<file path="src/rtl/uart_tx_frame.sv">
// uart_tx_frame: UART transmit engine.
// Serialises one DATA_W-bit word per frame: start bit, LSB-first data,
// optional parity bit and STOP_BITS stop bits, with a per-frame baud divisor.
// Optional feature macro: UART_TX_PARITY_EN (builds the PARITY state;
// without it parity_odd_i_w is ignored and DATA goes straight to STOP).
module uart_tx_frame #(
    parameter int DATA_W    = 8,
    parameter int DIV_W     = 16,
    parameter int STOP_BITS = 1
) (
    input  logic              clk_i_w,
    input  logic              rst_i_w,
    input  logic              en_i_w,
    input  logic [DIV_W-1:0]  div_i_w,
    input  logic              parity_odd_i_w,
    input  logic              tx_valid_i_w,
    input  logic [DATA_W-1:0] tx_data_i_w,
    output logic              tx_ready_o_r,
    output logic              busy_o_r,
    output logic              done_o_r,
    output logic              txd_o_r
);

    localparam int IDX_W = $clog2(DATA_W);
    localparam logic [IDX_W-1:0] LAST_IDX = IDX_W'(DATA_W - 1);
    localparam logic STOP_LAST = (STOP_BITS == 2) ? 1'b1 : 1'b0;

    typedef enum logic [2:0] {
        IDLE   = 3'd0,
        START  = 3'd1,
        DATA   = 3'd2,
`ifdef UART_TX_PARITY_EN
        PARITY = 3'd3,
`endif
        STOP   = 3'd4
    } state_t;

    state_t            state, state_nxt;
    logic [DIV_W-1:0]  timer, timer_nxt;
    logic [DIV_W-1:0]  div_sh, div_sh_nxt;
    logic [DATA_W-1:0] data_sh, data_sh_nxt;
    logic [IDX_W-1:0]  idx, idx_nxt, idx_inc;
    logic              stop_cnt, stop_cnt_nxt;
    logic              ready_nxt, busy_nxt, done_nxt, txd_nxt;
    logic              tick;

`ifdef UART_TX_PARITY_EN
    logic odd_sh, odd_sh_nxt;
    logic parity_bit;

    // Parity over the shadowed word: XOR for even, XNOR for odd.
    always_comb begin
        parity_bit = (^data_sh) ^ odd_sh;
    end
`else
    logic unused_parity_odd;
    assign unused_parity_odd = parity_odd_i_w;
`endif

    // State, counters, shadows and registered outputs; everything holds when disabled.
    always_ff @(posedge clk_i_w or negedge rst_i_w) begin
        if (!rst_i_w) begin
            state        <= IDLE;
            timer        <= '0;
            div_sh       <= '0;
            data_sh      <= '0;
            idx          <= '0;
            stop_cnt     <= 1'b0;
            tx_ready_o_r <= 1'b1;
            busy_o_r     <= 1'b0;
            done_o_r     <= 1'b0;
            txd_o_r      <= 1'b1;
`ifdef UART_TX_PARITY_EN
            odd_sh       <= 1'b0;
`endif
        end else begin
            state        <= state_nxt;
            timer        <= timer_nxt;
            div_sh       <= div_sh_nxt;
            data_sh      <= data_sh_nxt;
            idx          <= idx_nxt;
            stop_cnt     <= stop_cnt_nxt;
            tx_ready_o_r <= ready_nxt;
            busy_o_r     <= busy_nxt;
            done_o_r     <= done_nxt;
            txd_o_r      <= txd_nxt;
`ifdef UART_TX_PARITY_EN
            odd_sh       <= odd_sh_nxt;
`endif
        end
    end

    // Next-state and next-output logic; defaults hold every register.
    always_comb begin
        state_nxt    = state;
        timer_nxt    = timer;
        div_sh_nxt   = div_sh;
        data_sh_nxt  = data_sh;
        idx_nxt      = idx;
        stop_cnt_nxt = stop_cnt;
        ready_nxt    = tx_ready_o_r;
        busy_nxt     = busy_o_r;
        done_nxt     = done_o_r;
        txd_nxt      = txd_o_r;
`ifdef UART_TX_PARITY_EN
        odd_sh_nxt   = odd_sh;
`endif
        tick         = (timer == div_sh);
        idx_inc      = idx + 1'b1;

        if (en_i_w) begin
            done_nxt = 1'b0;
            // Timer never exceeds the shadowed divisor, so it cannot overflow.
            if (state != IDLE) begin
                timer_nxt = tick ? '0 : timer + 1'b1;
            end
            case (state)
                IDLE: begin
                    if (tx_valid_i_w && tx_ready_o_r) begin
                        data_sh_nxt  = tx_data_i_w;
                        div_sh_nxt   = div_i_w;
`ifdef UART_TX_PARITY_EN
                        odd_sh_nxt   = parity_odd_i_w;
`endif
                        timer_nxt    = '0;
                        idx_nxt      = '0;
                        stop_cnt_nxt = 1'b0;
                        state_nxt    = START;
                        txd_nxt      = 1'b0;
                        busy_nxt     = 1'b1;
                        ready_nxt    = 1'b0;
                    end
                end
                START: begin
                    if (tick) begin
                        state_nxt = DATA;
                        txd_nxt   = data_sh[0];
                    end
                end
                DATA: begin
                    if (tick) begin
                        idx_nxt = idx_inc;
                        if (idx == LAST_IDX) begin
`ifdef UART_TX_PARITY_EN
                            state_nxt = PARITY;
                            txd_nxt   = parity_bit;
`else
                            state_nxt = STOP;
                            txd_nxt   = 1'b1;
`endif
                        end else begin
                            txd_nxt = data_sh[idx_inc];
                        end
                    end
                end
`ifdef UART_TX_PARITY_EN
                PARITY: begin
                    if (tick) begin
                        state_nxt = STOP;
                        txd_nxt   = 1'b1;
                    end
                end
`endif
                STOP: begin
                    if (tick) begin
                        if (stop_cnt == STOP_LAST) begin
                            state_nxt = IDLE;
                            ready_nxt = 1'b1;
                            busy_nxt  = 1'b0;
                            done_nxt  = 1'b1;
                        end else begin
                            stop_cnt_nxt = stop_cnt + 1'b1;
                        end
                    end
                end
                default: begin
                    state_nxt = IDLE;
                    txd_nxt   = 1'b1;
                    ready_nxt = 1'b1;
                    busy_nxt  = 1'b0;
                end
            endcase
        end
    end

endmodule

</file>
<file path="config.mk">
export PLATFORM = sky130hd
export DESIGN_NAME = uart_tx_frame
export DESIGN_NICKNAME = d
export VERILOG_FILES = /design/src/rtl/uart_tx_frame.sv
export SDC_FILE = /design/constraint.sdc
export NUM_CORES = 1
export LEC_CHECK = 0
export CAP_MARGIN = 10
export CORE_AREA = 8 8 80 82
export DETAILED_ROUTE_END_ITERATION = 10
export DIE_AREA = 0 0 88 90
export PLACE_DENSITY = 0.74
export SYNTH_ARGS = -nofsm -noshare
export SYNTH_HDL_FRONTEND = slang
export SYNTH_SLANG_ARGS = --single-unit
export TNS_END_PERCENT = 20
</file>
<file path="constraint.sdc">
create_clock -name clk_i_w -period 2.1 [get_ports clk_i_w]
set_input_delay 0.315 -clock clk_i_w [delete_from_list [all_inputs] [get_ports clk_i_w]]
set_output_delay 0.315 -clock clk_i_w [all_outputs]
set_load 0.05 [all_outputs]
</file>
==> results.toml, run 1 <==
[pwr]
p_int_mw = 2.141
cellPowerDensity_nw_per_um2 = 999.1
total_power_mw = 3.261
comb_power_share_pct = 37.5
switchingPower_mw = 1.121
swShare_pct = 34.36
seqPwrFrac_pct = 44.8
p_leak_nw = 1.535
clockPowerShare_pct = 17.6
irDropWorstVdd_mv = 0.7252

[worst_setup_path]
worst_r2r_endpoint = "idx[1]"
cp_slowest_cell = "dfrtp_1"
slowest_delay_ns = 0.43
crit_end = "idx[1]"
end_kind = "register"
worstSetupPathType = "reg -> reg"
ff2ff_path_depth = 7
startpoint = "timer[11]"
critPathMaxFanout = 23
arrival_ns = 2.19
crit_top_cell = "buf_4"
required_ns = 2.27
worstSetupStartpointType = "register"
reg2reg_slack_ns = 0.09
cp_cell_sequence = "xor2_1 > nor4_1 > buf_4 > nand4_1 > buf_4 > and3_1 > a311o_1"
timing.rr.start = "timer[11]"

[finish]
seqCellArea_um2 = 1254
final_cells = 363
fillerInstances = 425
area_growth_pct = 20.84
multiInputGateArea_um2 = 1324
nNetsFinal = 322
n_antenna_cell = 0
drive_above_1_share_pct = 21.31

[clock_network]
cts.root.buffer_cell = "clkbuf_8"
cts_buffer_depth = 2
cts_tree = "yes"
numCtsBuffers = 5
cts_sinks = 50
clkTransAtPathRegs_ns = 0.09
htree_num_levels = 2
clkLatencyLatePin_ns = 0.30

[yosys]
ys_warn_count = 0
ys_seq_elements = 50
synth_area_leaders = "dfrtp_1 44%, mux2_2 10%, xor2_1 7.1%"
syn_area_per_cell_um2 = 10.85
seq_area_frac_synth_pct = 46.41
synth_nets = 281
async_reset_ff_share_pct = 100.0
synth_ff_type = "dfrtp_1"
synth_cells = 249
mappedNetlistArea_um2 = 2701
synth_edf_count = 0
yosys.area.top_type = "dfrtp_1"
synth_cell_types = 43
synth_top_area_share_pct = 44.47

[sta]
max_freq_mhz = 496.6
rsz0062_at_grt = "false"
skew_ns = 0.01165
fin_crit_ns = 2.014
drv_slew = 0
whs_ns = 0.5117
setup_viol = 0
relSlewSlack_pct = 65.24
fin_ws_ns = 0.08634
hold_violations = 0
tightest_slew_ns = 0.5214
tns_ns = 0
finalCritPeriodShare_pct = 95.89

[route]
dr_total_vias = 2041
drtIter0Drc = 148
ant_nets = 0
routed_wl_um = 5683
viasPerCell = 5.623
wire_per_inst_um = 15.66
drc_errors = 0
firstDrtPassIters = 5

[global_routing]
antenna_found_initial = 0
grt_overflow = 0
grt_pass1_wl_um = 9901
grt_max_degree = 29
track_usage_pct = 15.38
grt_pass1_vias = 2044

[placed_design]
place_congestion = 0.8217
dp.cells = 354
port_buffers = 31
detailedPlace.worstSlack_ns = 0.04697
dp_hpwl_um = 4098

[hold_path]
hold_path.class = "reg -> reg"

[die]
fp.dieW_um = 88
pin_count = 33
rows = 27
initial_core_util_pct = 51.59
die-height_um = 90
dieArea_um2 = 7920
core_area_um2 = 5236

[run_status]
status = "completed"

[flow_run]
cap_violations = 0
[cell families after synthesis]
family | count (synthesis) | synth area share [%]
simple gates | 73 | 15.61
flops | 50 | 46.41
compound gates | 49 | 12.00
mux | 28 | 12.18
buf+inv | 24 | 5.280
xor+xnor | 22 | 7.133
fa+ha+maj | 3 | 1.390
[routing by layer]
metal | global-route usage (%) | vias to the layer above | part of all wire (%)
li1 | - | 986 | -
met1 | 20.91 | 996 | 47
met2 | 23.98 | 55 | 48
met3 | 3.640 | 4 | 4.5
met4 | 3.156 | 0 | 0.58
met5 | 0 | - | 0
[cell usage after synthesis, types with 3 or more instances]
| cell type | number |
|---|---|
| a21oi_1 | 7 |
| a31oi_1 | 12 |
| and2_1 | 4 |
| and3_1 | 7 |
| buf_2 | 6 |
| buf_6 | 6 |
| clkbuf_1 | 4 |
| dfrtp_1 | 48 |
| ha_1 | 3 |
| inv_1 | 8 |
| mux2_2 | 25 |
| nand2_1 | 12 |
| nand3_1 | 14 |
| nand3b_1 | 3 |
| nand4_1 | 6 |
| nor2_1 | 11 |
| nor4_1 | 5 |
| o211ai_1 | 4 |
| o21ai_0 | 10 |
| o22ai_1 | 3 |
| xor2_1 | 22 |
[power groups by stage]
stage	registers (mW)	logic, mW	clock network [mW]
after floorplan	1.51	0.834	0
after global placement	1.47	1.19	0
after detailed placement	1.48	1.21	0
after CTS	1.46	1.22	0.591
after global routing	1.51	1.34	0.638
final	1.46	1.22	0.575
[sequential cells by signal, indices dropped and copies added (netlist names)]
register      cells
busy_o_r          1
data_sh           8
div_sh           16
done_o_r          1
idx               3
state             3
timer            16
tx_ready_o_r      1
txd_o_r           1
[layout make-up]
type / instances / share of cell area, %
clock buffer: 7 / 2.645
clock inverter: 1 / 0.1533
inverter: 8 / 0.9199
multi-input combinational: 175 / 40.55
sequential: 50 / 38.41
tap: 72 / 2.760
timing repair buffer: 50 / 14.56
[how the worst min path moves through the flow]
stage                           from         end  slack (ns)  cells after the start
after floorplan              rst_i_w    busy_o_r        0.02                      0
after global placement       rst_i_w   div_sh[7]        0.32                      1
after detailed placement     rst_i_w   div_sh[6]        0.32                      1
after CTS                   done_o_r    done_o_r        0.51                      1
after global routing        done_o_r    done_o_r        0.53                      1
final                     data_sh[2]  data_sh[2]        0.51                      1
[metrics by stage]
step	cell area, um^2	util [%]
global placement	3144	60.05
global route	3264	62.34
finish	3264	62.34
floorplan	2701	-
detailed placement	3144	60.05
CTS	3246	61.98
[layout by cell type, fill, tap and decap left out, types with 4 or more instances in the layout]
| cell type | instances |
|---|---|
| a31oi_1 | 12 |
| nor2_1 | 11 |
| nand4_1 | 6 |
| and2_1 | 4 |
| nor4_1 | 5 |
| and3_1 | 7 |
| buf_4 | 16 |
| o211ai_1 | 4 |
| nand3_1 | 14 |
| clkdlybuf4s50_1 | 30 |
| dfrtp_1 | 48 |
| xor2_1 | 22 |
| o21ai_0 | 10 |
| mux2_2 | 25 |
| nand2_1 | 12 |
| inv_1 | 8 |
| clkbuf_8 | 6 |
| a21oi_1 | 7 |
[worst max-delay path, delay by kind of cell, from the launching register on]
family | cells | cell delay (ns)
xor+xnor | 1 | 0.17
buf+inv | 2 | 0.40
simple gates | 3 | 0.56
compound gates | 1 | 0.32
flops | 1 | 0.43
[what timing repair did]
action,in CTS,in global routing
setup endpoints to repair,0,1
hold buffers,1,0
endpoints found under the hold margin,11,0
gates resized for setup,0,2
setup buffers,0,0
Note: power is estimated with default switching activity, not from simulation.
==> inputs of run 2 (changes only) <==
CTS_BUF_LIST = sky130_fd_sc_hd__clkbuf_16   (was not set)
clock period = 1.9 ns   (was 2.1 ns; I/O delays follow)
==> run 2 against run 1 <==
  * The run now ends with negative setup slack left
  * Non-clock buffer count rose by 20
  * Design area rose by 10%
  * Global-route usage rose by 2.1 points
  * Critical path type unchanged
  * Critical endpoint is now timer[1]
==> results.toml, run 2 (synthesis results as in run 1) <==
[clock_network]
clkTransAtPathRegs_ns = 0.07
numCtsBuffers = 5
clkLatencyLatePin_ns = 0.29
cts_tree = "yes"
htree_num_levels = 2
cts.root.buffer_cell = "clkbuf_16"
cts_sinks = 50
cts_buffer_depth = 2

[worst_setup_path]
arrival_ns = 2.15
cp_top_family = "buffers and inverters"
ff2ff_path_depth = 8
crit_buf_inv = 4
cp_slowest_cell = "dfrtp_1"
worstSetupPathType = "reg -> reg"
cp_cell_sequence = "xor2_1 > nor4_2 > buf_4 > nand4_1 > buf_6 > buf_8 > buf_6 > a32o_2"
end_kind = "register"
reg2reg_slack_ns = -0.07
timing.rr.start = "timer[8]"
crit_top_cell = "buf_6"
critPathMaxFanout = 8
required_ns = 2.07
slowest_delay_ns = 0.39
path_depth = 8
worstSetupStartpointType = "register"
worst_r2r_endpoint = "timer[1]"

[die]
fp.dieW_um = 88
rows = 27
core_area_um2 = 5236
initial_core_util_pct = 51.59
die-height_um = 90
dieArea_um2 = 7920
pin_count = 33

[route]
drc_errors = 0
dr_total_vias = 2183
ant_nets = 0
firstDrtPassIters = 6
wl_met1_um = 2790
met2_length_um = 3119
dr.max_layer_used = "met4"
routed_wl_um = 6437
viasPerCell = 5.700
wire_per_inst_um = 16.81
drtIter0Drc = 187
wl_met3_um = 409

[flow_run]
cap_violations = 0

[finish]
postLayoutCellArea_um2 = 3595
final_cell_mix = "48 x dfrtp_1, 35 x buf_4, 28 x clkdlybuf4s50_1"
final_common_cell = "dfrtp_1"
drive_above_1_share_pct = 30.55
nNetsFinal = 342
area_growth_pct = 33.07
largestRegisters = "div_sh x16, timer x16, data_sh x8"
n_antenna_cell = 0

[sta]
whs_ns = 0.5007
fin_ws_ns = -0.07168
relSlewSlack_pct = 65.94
max_freq_mhz = 507.2
finalCritPeriodShare_pct = 103.8
hold_violations = 0
tightest_slew_ns = 0.5109
drv_slew = 0
rsz0062_at_grt = "true"
setup_viol = 9
skew_ns = 0.007701
fin_crit_ns = 1.972

[pwr]
seqPwrFrac_pct = 36.3
clockPowerShare_pct = 25.9
cellPowerDensity_nw_per_um2 = 1230
comb_power_share_pct = 37.7
total_power_mw = 4.421
p_int_mw = 2.983
irDropWorstVdd_mv = 0.6089
switchingPower_mw = 1.438
swShare_pct = 32.53
p_leak_nw = 1.699

[global_routing]
antenna_found_initial = 0
grt_pass1_wl_um = 11050
grt_pass1_vias = 2286
grt_overflow = 0
track_usage_pct = 17.48
grt_max_degree = 30

[run_status]
status = "complete, but fails checks"
violations = "negative setup slack"

[placed_design]
port_buffers = 31
place_congestion = 0.8463
dp_hpwl_um = 4241
place_area_um2 = 3237

[hold_path]
hold_path.class = "in -> async"
run 2: worst max-delay path by stage:
stage / start / endpoint / slack, ns
2_1_floorplan: idx[0] / txd_o_r / 0.04
5_1_grt: timer[8] / timer[1] / -0.15
4_1_cts: timer[13] / timer[3] / -0.04
6_report: timer[8] / timer[1] / -0.07
3_3_place_gp: timer[8] / timer[7] / -0.10
3_5_place_dp: idx[0] / txd_o_r / -0.09
run 2: stage by stage:
| step | TNS (ns) | worst slack, ns | utilization (%) | std cells |
|---|---|---|---|---|
| floorplan | 0 | 0.03903 | - | 249 |
| global placement | -0.7857 | -0.1029 | 61.82 | 367 |
| detailed placement | -0.7441 | -0.09189 | 61.82 | 367 |
| CTS | -0.1837 | -0.03891 | 67.74 | 381 |
| global route | -1.792 | -0.1539 | 68.65 | 383 |
| finish | -0.2727 | -0.07168 | 68.65 | 383 |
run 2: repair_timing:
action,in CTS,in global routing
endpoints found under the setup margin,18,26
pin swaps,9,10
hold endpoints to repair,21,0
cloned,0,0
hold buffers,1,0
setup buffers,5,2
resized for setup,15,10
run 2: cell type report:
cell class              count  area, um^2
clock buffers               5       125.1
clock inverters             3       63.81
fillers                   368        1642
inverters                   8       30.03
multi-input cells         175        1396
flip-flops and latches     50        1254
well taps                  72       90.09
repair buffers             70       635.6
run 2: worst register-to-register path, cell delays in order, from the launching register on:
cell and delay [ns]:
dfrtp_1 0.39, xor2_1 0.17, nor4_2 0.32, buf_4 0.17, nand4_1 0.12, buf_6 0.18
buf_8 0.14, buf_6 0.13, a32o_2 0.24
run 2: layer usage:
metal	vias up	global-route usage [%]
met2	78	27.18
li1	1029	-
met3	12	4.095
met1	1064	23.06
met5	-	0
met4	0	5.739
run 2: power by group through the flow:
stage | Clock (mW) | Sequential, mW | Combinational [mW]
floorplan | 0 | 1.67 | 0.922
global placement | 0 | 1.61 | 1.38
detailed placement | 0 | 1.62 | 1.42
CTS | 1.16 | 1.60 | 1.58
global route | 1.19 | 1.65 | 1.81
finish | 1.15 | 1.61 | 1.67
